==> src/rtl/note_lut.sv <==
// note_lut -- registered-output ROM mapping a MIDI note number to the
// 16-bit oscillator frequency divider round(500000 / f(n)), where
// f(n) = 440 * 2^((n-69)/12) Hz. The contents are fixed constants, so the
// table maps onto block RAM or LUT ROM.
//
// Ports:
//   bram_clk   in   clock; the parent drives the inverted system clock
//   bram_rst   in   synchronous active-high reset, clears the output word
//   bram_ce    in   read enable; high loads a new word, low holds
//   bram_addr  in   note number; addresses with any bit above bit 6 set
//                   are out of range and read as 0 ("voice off")
//   bram_out   out  registered divider word, zero-extended to D_W
//
// Read latency is one clock. The parent loads the address on a system-clock
// rising edge and this ROM samples it on the following falling edge, so the
// address-to-register path only has half a system period of setup.

module note_lut #(
  parameter int ADDR_W = 8,
  parameter int D_W    = 16
) (
  input  logic              bram_clk,
  input  logic              bram_rst,
  input  logic              bram_ce,
  input  logic [ADDR_W-1:0] bram_addr,
  output logic [D_W-1:0]    bram_out
);

  logic [15:0]    rom_word;
  logic [D_W-1:0] rom_data;
  logic           in_range;
  // Declaration initialiser gives the power-up value of 0 on FPGA targets.
  logic [D_W-1:0] out_q = '0;

  assign in_range = ((bram_addr >> 7) == '0);

  always_comb begin
    rom_word = 16'd0;
    case (bram_addr[6:0])
      7'd0:   rom_word = 16'd61156;
      7'd1:   rom_word = 16'd57724;
      7'd2:   rom_word = 16'd54484;
      7'd3:   rom_word = 16'd51426;
      7'd4:   rom_word = 16'd48540;
      7'd5:   rom_word = 16'd45815;
      7'd6:   rom_word = 16'd43244;
      7'd7:   rom_word = 16'd40817;
      7'd8:   rom_word = 16'd38526;
      7'd9:   rom_word = 16'd36364;
      7'd10:  rom_word = 16'd34323;
      7'd11:  rom_word = 16'd32396;
      7'd12:  rom_word = 16'd30578;
      7'd13:  rom_word = 16'd28862;
      7'd14:  rom_word = 16'd27242;
      7'd15:  rom_word = 16'd25713;
      7'd16:  rom_word = 16'd24270;
      7'd17:  rom_word = 16'd22908;
      7'd18:  rom_word = 16'd21622;
      7'd19:  rom_word = 16'd20408;
      7'd20:  rom_word = 16'd19263;
      7'd21:  rom_word = 16'd18182;
      7'd22:  rom_word = 16'd17161;
      7'd23:  rom_word = 16'd16198;
      7'd24:  rom_word = 16'd15289;
      7'd25:  rom_word = 16'd14431;
      7'd26:  rom_word = 16'd13621;
      7'd27:  rom_word = 16'd12856;
      7'd28:  rom_word = 16'd12135;
      7'd29:  rom_word = 16'd11454;
      7'd30:  rom_word = 16'd10811;
      7'd31:  rom_word = 16'd10204;
      7'd32:  rom_word = 16'd9631;
      7'd33:  rom_word = 16'd9091;
      7'd34:  rom_word = 16'd8581;
      7'd35:  rom_word = 16'd8099;
      7'd36:  rom_word = 16'd7645;
      7'd37:  rom_word = 16'd7215;
      7'd38:  rom_word = 16'd6810;
      7'd39:  rom_word = 16'd6428;
      7'd40:  rom_word = 16'd6067;
      7'd41:  rom_word = 16'd5727;
      7'd42:  rom_word = 16'd5405;
      7'd43:  rom_word = 16'd5102;
      7'd44:  rom_word = 16'd4816;
      7'd45:  rom_word = 16'd4545;
      7'd46:  rom_word = 16'd4290;
      7'd47:  rom_word = 16'd4050;
      7'd48:  rom_word = 16'd3822;
      7'd49:  rom_word = 16'd3608;
      7'd50:  rom_word = 16'd3405;
      7'd51:  rom_word = 16'd3214;
      7'd52:  rom_word = 16'd3034;
      7'd53:  rom_word = 16'd2863;
      7'd54:  rom_word = 16'd2703;
      7'd55:  rom_word = 16'd2551;
      7'd56:  rom_word = 16'd2408;
      7'd57:  rom_word = 16'd2273;
      7'd58:  rom_word = 16'd2145;
      7'd59:  rom_word = 16'd2025;
      7'd60:  rom_word = 16'd1911;
      7'd61:  rom_word = 16'd1804;
      7'd62:  rom_word = 16'd1703;
      7'd63:  rom_word = 16'd1607;
      7'd64:  rom_word = 16'd1517;
      7'd65:  rom_word = 16'd1432;
      7'd66:  rom_word = 16'd1351;
      7'd67:  rom_word = 16'd1276;
      7'd68:  rom_word = 16'd1204;
      7'd69:  rom_word = 16'd1136;
      7'd70:  rom_word = 16'd1073;
      7'd71:  rom_word = 16'd1012;
      7'd72:  rom_word = 16'd956;
      7'd73:  rom_word = 16'd902;
      7'd74:  rom_word = 16'd851;
      7'd75:  rom_word = 16'd804;
      7'd76:  rom_word = 16'd758;
      7'd77:  rom_word = 16'd716;
      7'd78:  rom_word = 16'd676;
      7'd79:  rom_word = 16'd638;
      7'd80:  rom_word = 16'd602;
      7'd81:  rom_word = 16'd568;
      7'd82:  rom_word = 16'd536;
      7'd83:  rom_word = 16'd506;
      7'd84:  rom_word = 16'd478;
      7'd85:  rom_word = 16'd451;
      7'd86:  rom_word = 16'd426;
      7'd87:  rom_word = 16'd402;
      7'd88:  rom_word = 16'd379;
      7'd89:  rom_word = 16'd358;
      7'd90:  rom_word = 16'd338;
      7'd91:  rom_word = 16'd319;
      7'd92:  rom_word = 16'd301;
      7'd93:  rom_word = 16'd284;
      7'd94:  rom_word = 16'd268;
      7'd95:  rom_word = 16'd253;
      7'd96:  rom_word = 16'd239;
      7'd97:  rom_word = 16'd225;
      7'd98:  rom_word = 16'd213;
      7'd99:  rom_word = 16'd201;
      7'd100: rom_word = 16'd190;
      7'd101: rom_word = 16'd179;
      7'd102: rom_word = 16'd169;
      7'd103: rom_word = 16'd159;
      7'd104: rom_word = 16'd150;
      7'd105: rom_word = 16'd142;
      7'd106: rom_word = 16'd134;
      7'd107: rom_word = 16'd127;
      7'd108: rom_word = 16'd119;
      7'd109: rom_word = 16'd113;
      7'd110: rom_word = 16'd106;
      7'd111: rom_word = 16'd100;
      7'd112: rom_word = 16'd95;
      7'd113: rom_word = 16'd89;
      7'd114: rom_word = 16'd84;
      7'd115: rom_word = 16'd80;
      7'd116: rom_word = 16'd75;
      7'd117: rom_word = 16'd71;
      7'd118: rom_word = 16'd67;
      7'd119: rom_word = 16'd63;
      7'd120: rom_word = 16'd60;
      7'd121: rom_word = 16'd56;
      7'd122: rom_word = 16'd53;
      7'd123: rom_word = 16'd50;
      7'd124: rom_word = 16'd47;
      7'd125: rom_word = 16'd45;
      7'd126: rom_word = 16'd42;
      7'd127: rom_word = 16'd40;
      default: rom_word = 16'd0;
    endcase
  end

  // Zero-extend to D_W; the out-of-range region reads as 0.
  always_comb begin
    rom_data = '0;
    if (in_range) begin
      rom_data[15:0] = rom_word;
    end
  end

  always_ff @(posedge bram_clk) begin
    if (bram_rst) begin
      out_q <= '0;
    end else if (bram_ce) begin
      out_q <= rom_data;
    end
  end

  assign bram_out = out_q;

endmodule

==> config.mk <==
export PLATFORM = sky130hd
export DESIGN_NAME = note_lut
export DESIGN_NICKNAME = d
export VERILOG_FILES = /design/src/rtl/note_lut.sv
export SDC_FILE = /design/constraint.sdc
export NUM_CORES = 1
export LEC_CHECK = 0
export BUFFER_PORTS_ARGS = -buffer_cell sky130_fd_sc_hd__buf_4
export CAP_MARGIN = 20
export CELL_PAD_IN_SITES_DETAIL_PLACEMENT = 1
export CELL_PAD_IN_SITES_GLOBAL_PLACEMENT = 2
export CORE_MARGIN = 4
export CORE_UTILIZATION = 37
export DETAILED_ROUTE_END_ITERATION = 10
export PLACE_DENSITY = 0.84
export SLEW_MARGIN = 10
export SYNTH_ARGS = -nofsm -noshare
export SYNTH_HDL_FRONTEND = slang
export SYNTH_SLANG_ARGS = --single-unit
export TNS_END_PERCENT = 20
==> constraint.sdc <==
create_clock -name bram_clk -period 6.9 [get_ports bram_clk]
set_input_delay 1.38 -clock bram_clk [delete_from_list [all_inputs] [get_ports bram_clk]]
set_output_delay 1.38 -clock bram_clk [all_outputs]
set_load 0.01 [all_outputs]
==> results.py, run 1 <==
metrics = {
    "synthesis": {
        "synth_ff_type": "dfxtp_1",
        "yosysWarningCount": 0,
        "synth-edff-count": 0,
        "synth_area_per_cell_um2": 7.11,
        "synth-seq-area-share": 0.119,
        "synth_fp_nets": 401,
        "syn-cell-area_um2": 2690,
        "ys_ff_latch": 16,
        "syn_inst": 378,
        "ys_types": 67,
        "async_reset_ff_frac": 0,
    },
    "cells_and_area": {
        "multiInputGateArea_um2": 2110,
        "regArea_um2": 320,
        "fillerInstances": 895,
        "diodes": 0,
        "synthToLayoutAreaGrowth_pct": 5.31,
        "drive_above_1_share": 0.121,
        "fin_nets": 389,
        "largest_reg_flops": 16,
        "fin_util": 0.410,
    },
    "timing": {
        "timing.hold.ws_ns": 0.449,
        "final-hold-violation-count": 0,
        "finalCritPeriodShare": 0.517,
        "drv_slew": 0,
        "fin_setup_tns_ns": 0,
        "fin_ws_ns": 3.33,
        "fmax_mhz": 280,
        "finalCriticalPeriod_ns": 3.57,
        "setup_viol": 0,
        "clock_skew_ns": 0,
        "worst_pin_slew_ns": 0.862,
        "rsz0062_at_grt": "no",
        "max_slew_margin": 0.425,
    },
    "floorplan": {
        "rows": 30,
        "coreArea_um2": 6910,
        "dieArea_um2": 8690,
        "die_x_um": 93.2,
        "die_h_um": 93.2,
        "start_util": 0.389,
        "io_pins": 27,
    },
    "clock_network": {
        "post_cts_buffers": 0,
        "clock_latency_ns": 0.25,
        "hold_buffers": 0,
        "cts_sinks": 16,
        "cts_buffer_depth": 2,
        "h-tree-depth": 1,
        "cts_resized": 0,
        "cts.clk_slew.worst_paths_ns": 0.07,
        "root_buffer": "clkbuf_8",
        "tritoncts": "built",
        "numCtsBuffers": 3,
    },
    "critical_path": {
        "critPathRequiredTime_ns": 7.04,
        "critPathKind": "input port to register",
        "critPathLaunchType": "input port",
        "cp_max_fo": 17,
        "arrival_ns": 3.71,
        "crit_path_end_kind": "register",
    },
    "grt": {
        "grt_pass1_wl_mm": 17.0,
        "grt_overflow": 0,
        "grt_pass1_vias": 2936,
        "grt_usage": 0.251,
        "antenna_found_initial": 0,
        "grt_start_max_net_pins": 89,
    },
    "drt": {
        "route.met3.wl_um": 692,
        "num_vias": 3075,
        "topRoutingLayerUsed": "met4",
        "wl_mm": 10.8,
        "first_iter_violations": 387,
        "first_pass_iters": 5,
        "wl_met2_mm": 4.85,
        "drt-met1-wl_mm": 5.05,
        "drc": 0,
        "viasPerCell": 6.68,
        "wl_per_cell_um": 23.5,
        "postRouteAntennaNets": 0,
    },
    "power_and_ir_drop": {
        "switching_share": 0.438,
        "seq_power_share": 0.286,
        "power_density_nw_per_um2": 122,
        "leakage_nw": 1.06,
        "p_switching_mw": 0.152,
        "ir_drop_v": 0.0000650,
        "pwr-share-comb": 0.492,
        "power_frac_clock": 0.222,
        "internal_power_mw": 0.195,
    },
    "placed_design": {
        "place_hpwl_mm": 7.41,
        "pre_cts_slack_ns": 3.18,
        "io_buffers": 26,
        "place.gp.congestion": 0.897,
    },
    "flow_run": {
        "cap_violations": 0,
    },
    "status": {
        "status": "finished clean",
    },
    "worst_hold_path": {
        "min_path_type": "register to register",
    },
}
[per-stage QoR]
step | cells | area [um2] | total power, mW
3_3_place_gp | 457 | 2790 | 0.267
6_report | 460 | 2830 | 0.346
2_1_floorplan | 378 | 2690 | 0.220
4_1_cts | 460 | 2830 | 0.345
5_1_grt | 460 | 2830 | 0.365
3_5_place_dp | 457 | 2790 | 0.268
[cell families after synthesis]
family	synth area share
compound gates	0.421
xor+xnor	0.00652
fa+ha+maj	0.0559
buf+inv	0.0946
flops	0.119
mux	0.0834
simple gates	0.220
[critical path, cell delays in order]
cell and delay, ns:
buf_4 0.19, inv_1 0.17, ha_1 0.67, nand2b_1 0.32, a211oi_1 0.12, a311oi_1 0.31
o211ai_1 0.15, a221oi_1 0.38
[final timing paths]
path / start / to / slack [ns] / depth (start not counted)
worst min-delay path: bram_out[2] / bram_out[2] / 0.45 / 2
worst max-delay path: bram_addr[1] / bram_out[3] / 3.33 / 8
worst max register to register: bram_out[3] / bram_out[3] / 5.73 / 4
worst min register to register: bram_out[2] / bram_out[2] / 0.45 / 2
[Yosys cell counts (all sizes together) (3+ instances only)]
library cell  instances  area share
nand2b               14       0.033
a21oi                29       0.054
a32oi                 4       0.013
o311ai                4       0.013
nor2b                 8       0.019
and3                  3      0.0070
ha                   12       0.056
o2111ai               3      0.0098
clkbuf               17       0.024
nor2                 26       0.036
a311o                 3       0.011
o211ai               14       0.039
nand2                33       0.046
o21ai                32       0.060
a21o                  7       0.020
inv                   9       0.014
a221oi                4       0.013
o221ai                5       0.016
o31ai                 7       0.020
mux4                  4       0.034
o21a                  4       0.011
nand3                13       0.024
nand3b                3      0.0084
a2111oi               3       0.017
a211oi                7       0.020
mux2i                10       0.037
a211o                 3      0.0098
a31oi                10       0.023
o211a                 3       0.011
a311oi                3      0.0098
mux2                  3       0.013
dfxtp                16        0.12
nor3b                 4       0.013
buf                  26       0.056
[placed cells by master (no fill, tap or decap), drive strengths merged, types with 7 or more instances in the layout]
cell / instances
o211ai: 14
a211oi: 7
mux2i: 10
inv: 9
o31ai: 7
a21oi: 29
o21ai: 32
buf: 26
nor2: 26
a31oi: 10
nand3: 13
nor2b: 8
nand2: 33
ha: 12
a21o: 7
dfxtp: 16
nand2b: 14
[per-layer routing]
layer  track usage  up-vias
li1              -     1417
met1         0.370     1489
met2         0.389      147
met3        0.0314       22
met4        0.0574        0
met5             0        -
[cell type report]
class / instances / area share
Multi-Input combinational cell: 309 / 0.747
Timing Repair Buffer: 26 / 0.0690
Clock buffer: 3 / 0.0146
Tap cell: 96 / 0.0425
Inverter: 10 / 0.0142
Sequential cell: 16 / 0.113
[power groups by stage]
stage	sequential [mW]	combinational [mW]	clock, mW
final	0.0989	0.170	0.0770
after global routing	0.0995	0.184	0.0818
after CTS	0.0989	0.167	0.0792
after detailed placement	0.101	0.167	0
after global placement	0.101	0.166	0
after floorplan	0.103	0.117	0
(Power assumes the default switching activity.)
==> run 2, diff against run 1 <==
--- a/config.mk
+++ b/config.mk
@@ -5,14 +5,15 @@
 export SDC_FILE = /design/constraint.sdc
 export NUM_CORES = 1
 export LEC_CHECK = 0
+export ABC_AREA = 1
 export BUFFER_PORTS_ARGS = -buffer_cell sky130_fd_sc_hd__buf_4
 export CAP_MARGIN = 20
 export CELL_PAD_IN_SITES_DETAIL_PLACEMENT = 1
 export CELL_PAD_IN_SITES_GLOBAL_PLACEMENT = 2
 export CORE_MARGIN = 4
-export CORE_UTILIZATION = 37
+export CORE_UTILIZATION = 30
 export DETAILED_ROUTE_END_ITERATION = 10
-export PLACE_DENSITY = 0.84
+export PLACE_DENSITY = 0.79
 export SLEW_MARGIN = 10
 export SYNTH_ARGS = -nofsm -noshare
 export SYNTH_HDL_FRONTEND = slang
==> constraint.sdc (replaced) <==
create_clock -name bram_clk -period 3.4 [get_ports bram_clk]
set_input_delay 0.68 -clock bram_clk [delete_from_list [all_inputs] [get_ports bram_clk]]
set_output_delay 0.68 -clock bram_clk [all_outputs]
set_load 0.01 [all_outputs]
==> results.py, run 2 <==
metrics = {
    "power_and_ir_drop": {
        "internal_power_mw": 0.370,
        "power_frac_clock": 0.221,
        "power_density_nw_per_um2": 254,
        "seq_power_share": 0.305,
        "p_switching_mw": 0.291,
        "pwr-share-comb": 0.474,
        "switching_share": 0.440,
        "leakage_nw": 1.28,
        "ir_drop_v": 0.000133,
    },
    "cells_and_area": {
        "final_common_cell": "nand2_1",
        "fin_nets": 478,
        "diodes": 0,
        "drive_above_1_share": 0.0971,
        "largest_reg_flops": 16,
        "final_cell_mix": "nand2_1 (172), nand3_1 (62), a21oi_1 (38), buf_4 (30)",
        "synthToLayoutAreaGrowth_pct": 10.7,
    },
    "drt": {
        "wl_per_cell_um": 18.7,
        "first_pass_iters": 4,
        "wl_mm": 10.3,
        "num_vias": 3078,
        "drc": 0,
        "first_iter_violations": 273,
        "postRouteAntennaNets": 0,
        "viasPerCell": 5.58,
    },
    "clock_network": {
        "cts_buffer_depth": 2,
        "root_buffer": "clkbuf_8",
        "cts.clk_slew.worst_paths_ns": 0.07,
        "h-tree-depth": 1,
        "hold_buffers": 0,
        "clock_latency_ns": 0.25,
        "cts_sinks": 16,
        "cts_resized": 0,
        "tritoncts": "built",
        "post_cts_buffers": 0,
        "numCtsBuffers": 3,
    },
    "synthesis": {
        "synth_compound_area_frac": 0.204,
        "synth_commonest_cells": "nand2_1 (172), nand3_1 (62), a21oi_1 (38), nor2_1 (29), o21ai_0 (29)",
        "yosysMostFrequentCell": "nand2_1",
        "synth_area_per_cell_um2": 5.30,
        "yosys.area.top_type": "nand2_1",
        "synth.area.top_cells": "nand2_1 (28%), dfxtp_1 (14%), nand3_1 (13%), a21oi_1 (8.1%), ha_1 (6.4%)",
        "synthXorXnorAreaFrac": 0,
        "synth_fp_nets": 466,
        "async_reset_ff_frac": 0,
        "yosys.area_share.simple": 0.485,
        "synth-edff-count": 0,
        "yosysWarningCount": 0,
        "ys_ff_latch": 16,
        "syn-cell-area_um2": 2350,
        "yosys-mux-area-fraction": 0,
        "synthAdderAreaFrac": 0.0640,
        "syn_inst": 443,
        "synth-seq-area-share": 0.137,
        "synth_top_family_by_area": "simple AND/OR/NAND/NOR gates",
        "ys_types": 30,
        "synth.top_cell.area_share": 0.275,
        "synth_ff_type": "dfxtp_1",
    },
    "floorplan": {
        "dieArea_um2": 9300,
        "rows": 31,
        "start_util": 0.317,
        "die_h_um": 96.4,
        "coreArea_um2": 7410,
        "die_x_um": 96.4,
        "io_pins": 27,
    },
    "timing": {
        "drv_slew": 0,
        "finalCritPeriodShare": 0.751,
        "worst_pin_slew_ns": 0.669,
        "setup_viol": 0,
        "finalCriticalPeriod_ns": 2.55,
        "fin_ws_ns": 0.848,
        "final-hold-violation-count": 0,
        "fmax_mhz": 392,
        "clock_skew_ns": 0,
        "fin_setup_tns_ns": 0,
        "rsz0062_at_grt": "no",
        "max_slew_margin": 0.554,
    },
    "critical_path": {
        "critPathRequiredTime_ns": 3.58,
        "arrival_ns": 2.73,
        "r2r-start": "bram_out[7]",
        "r2r_end": "bram_out[7]",
        "reg2reg_depth": 4,
        "worstSetupEndpoint": "bram_out[2]",
        "critPathLaunchType": "input port",
        "r2r_setup_slack_ns": 2.72,
        "cp_max_fo": 14,
        "critPathKind": "input port to register",
        "startpoint": "bram_addr[0]",
        "crit_path_end_kind": "register",
    },
    "flow_run": {
        "cap_violations": 0,
    },
    "worst_hold_path": {
        "min_path_type": "register to register",
        "hold_start": "bram_out[12]",
    },
    "placed_design": {
        "io_buffers": 26,
        "place.gp.congestion": 0.939,
        "pre_cts_slack_ns": 0.636,
        "place_hpwl_mm": 7.93,
    },
    "grt": {
        "grt_start_max_net_pins": 42,
        "grt_overflow": 0,
        "grt_pass1_vias": 3036,
        "grt_pass1_wl_mm": 16.9,
        "grt_usage": 0.234,
        "antenna_found_initial": 0,
    },
    "status": {
        "status": "finished clean",
    },
}
run 2: power by group through the flow:
stage	logic [mW]	clock network (mW)	registers (mW)
after floorplan	0.203	0	0.210
after global placement	0.309	0	0.206
after detailed placement	0.308	0	0.206
after CTS	0.309	0.153	0.202
after global routing	0.350	0.159	0.203
final	0.313	0.146	0.201
run 2: worst min path at each step:
stage,to,slack (ns),depth (start not counted)
final,bram_out[12],0.47,2
after global routing,bram_out[12],0.50,2
after CTS,bram_out[3],0.47,2
after detailed placement,bram_out[3],0.46,2
after global placement,bram_out[3],0.45,2
after floorplan,bram_out[12],0.48,2
run 2: layer usage:
layer,vias to the layer above,global-route usage,part of all wire
met5,-,0,0
met4,0,0.0572,0.021
met3,16,0.0349,0.056
met2,106,0.374,0.46
met1,1469,0.330,0.46
li1,1487,-,-
run 2: final cells by class:
cell class              count  area [um2]
clock buffers               3        41.3
repair buffers             30         225
fillers                  1040        4810
multi-input cells         372        1770
well taps                  99         124
inverters                  32         120
flip-flops and latches     16         320
run 2: logic make-up after synthesis:
kind of cell             after synthesis
AND/OR/NAND/NOR                      272
AO/OA/AOI/OAI                         88
buffers and inverters                 55
flip-flops                            16
adder cells (fa/ha/maj)               12
run 2: worst max-delay path, cell delays in order:
cell	delay, ns
buf_4	0.18
inv_1	0.17
ha_1	0.42
nand2_1	0.26
inv_1	0.13
nand2_1	0.26
nand2_1	0.09
nor2_1	0.12
nor2_1	0.05
a21oi_1	0.15
nand2_1	0.08
a21oi_1	0.14
run 2: stage by stage:
| step | utilization | hold slack [ns] | area (um2) | power [mW] | instances |
|---|---|---|---|---|---|
| 4_1_cts | 0.351 | 0.469 | 2600 | 0.663 | 552 |
| 6_report | 0.351 | 0.470 | 2600 | 0.661 | 552 |
| 2_1_floorplan | - | 0.484 | 2350 | 0.412 | 443 |
| 5_1_grt | 0.351 | 0.503 | 2600 | 0.712 | 552 |
| 3_5_place_dp | 0.345 | 0.459 | 2560 | 0.514 | 549 |
| 3_3_place_gp | 0.345 | 0.455 | 2560 | 0.514 | 549 |
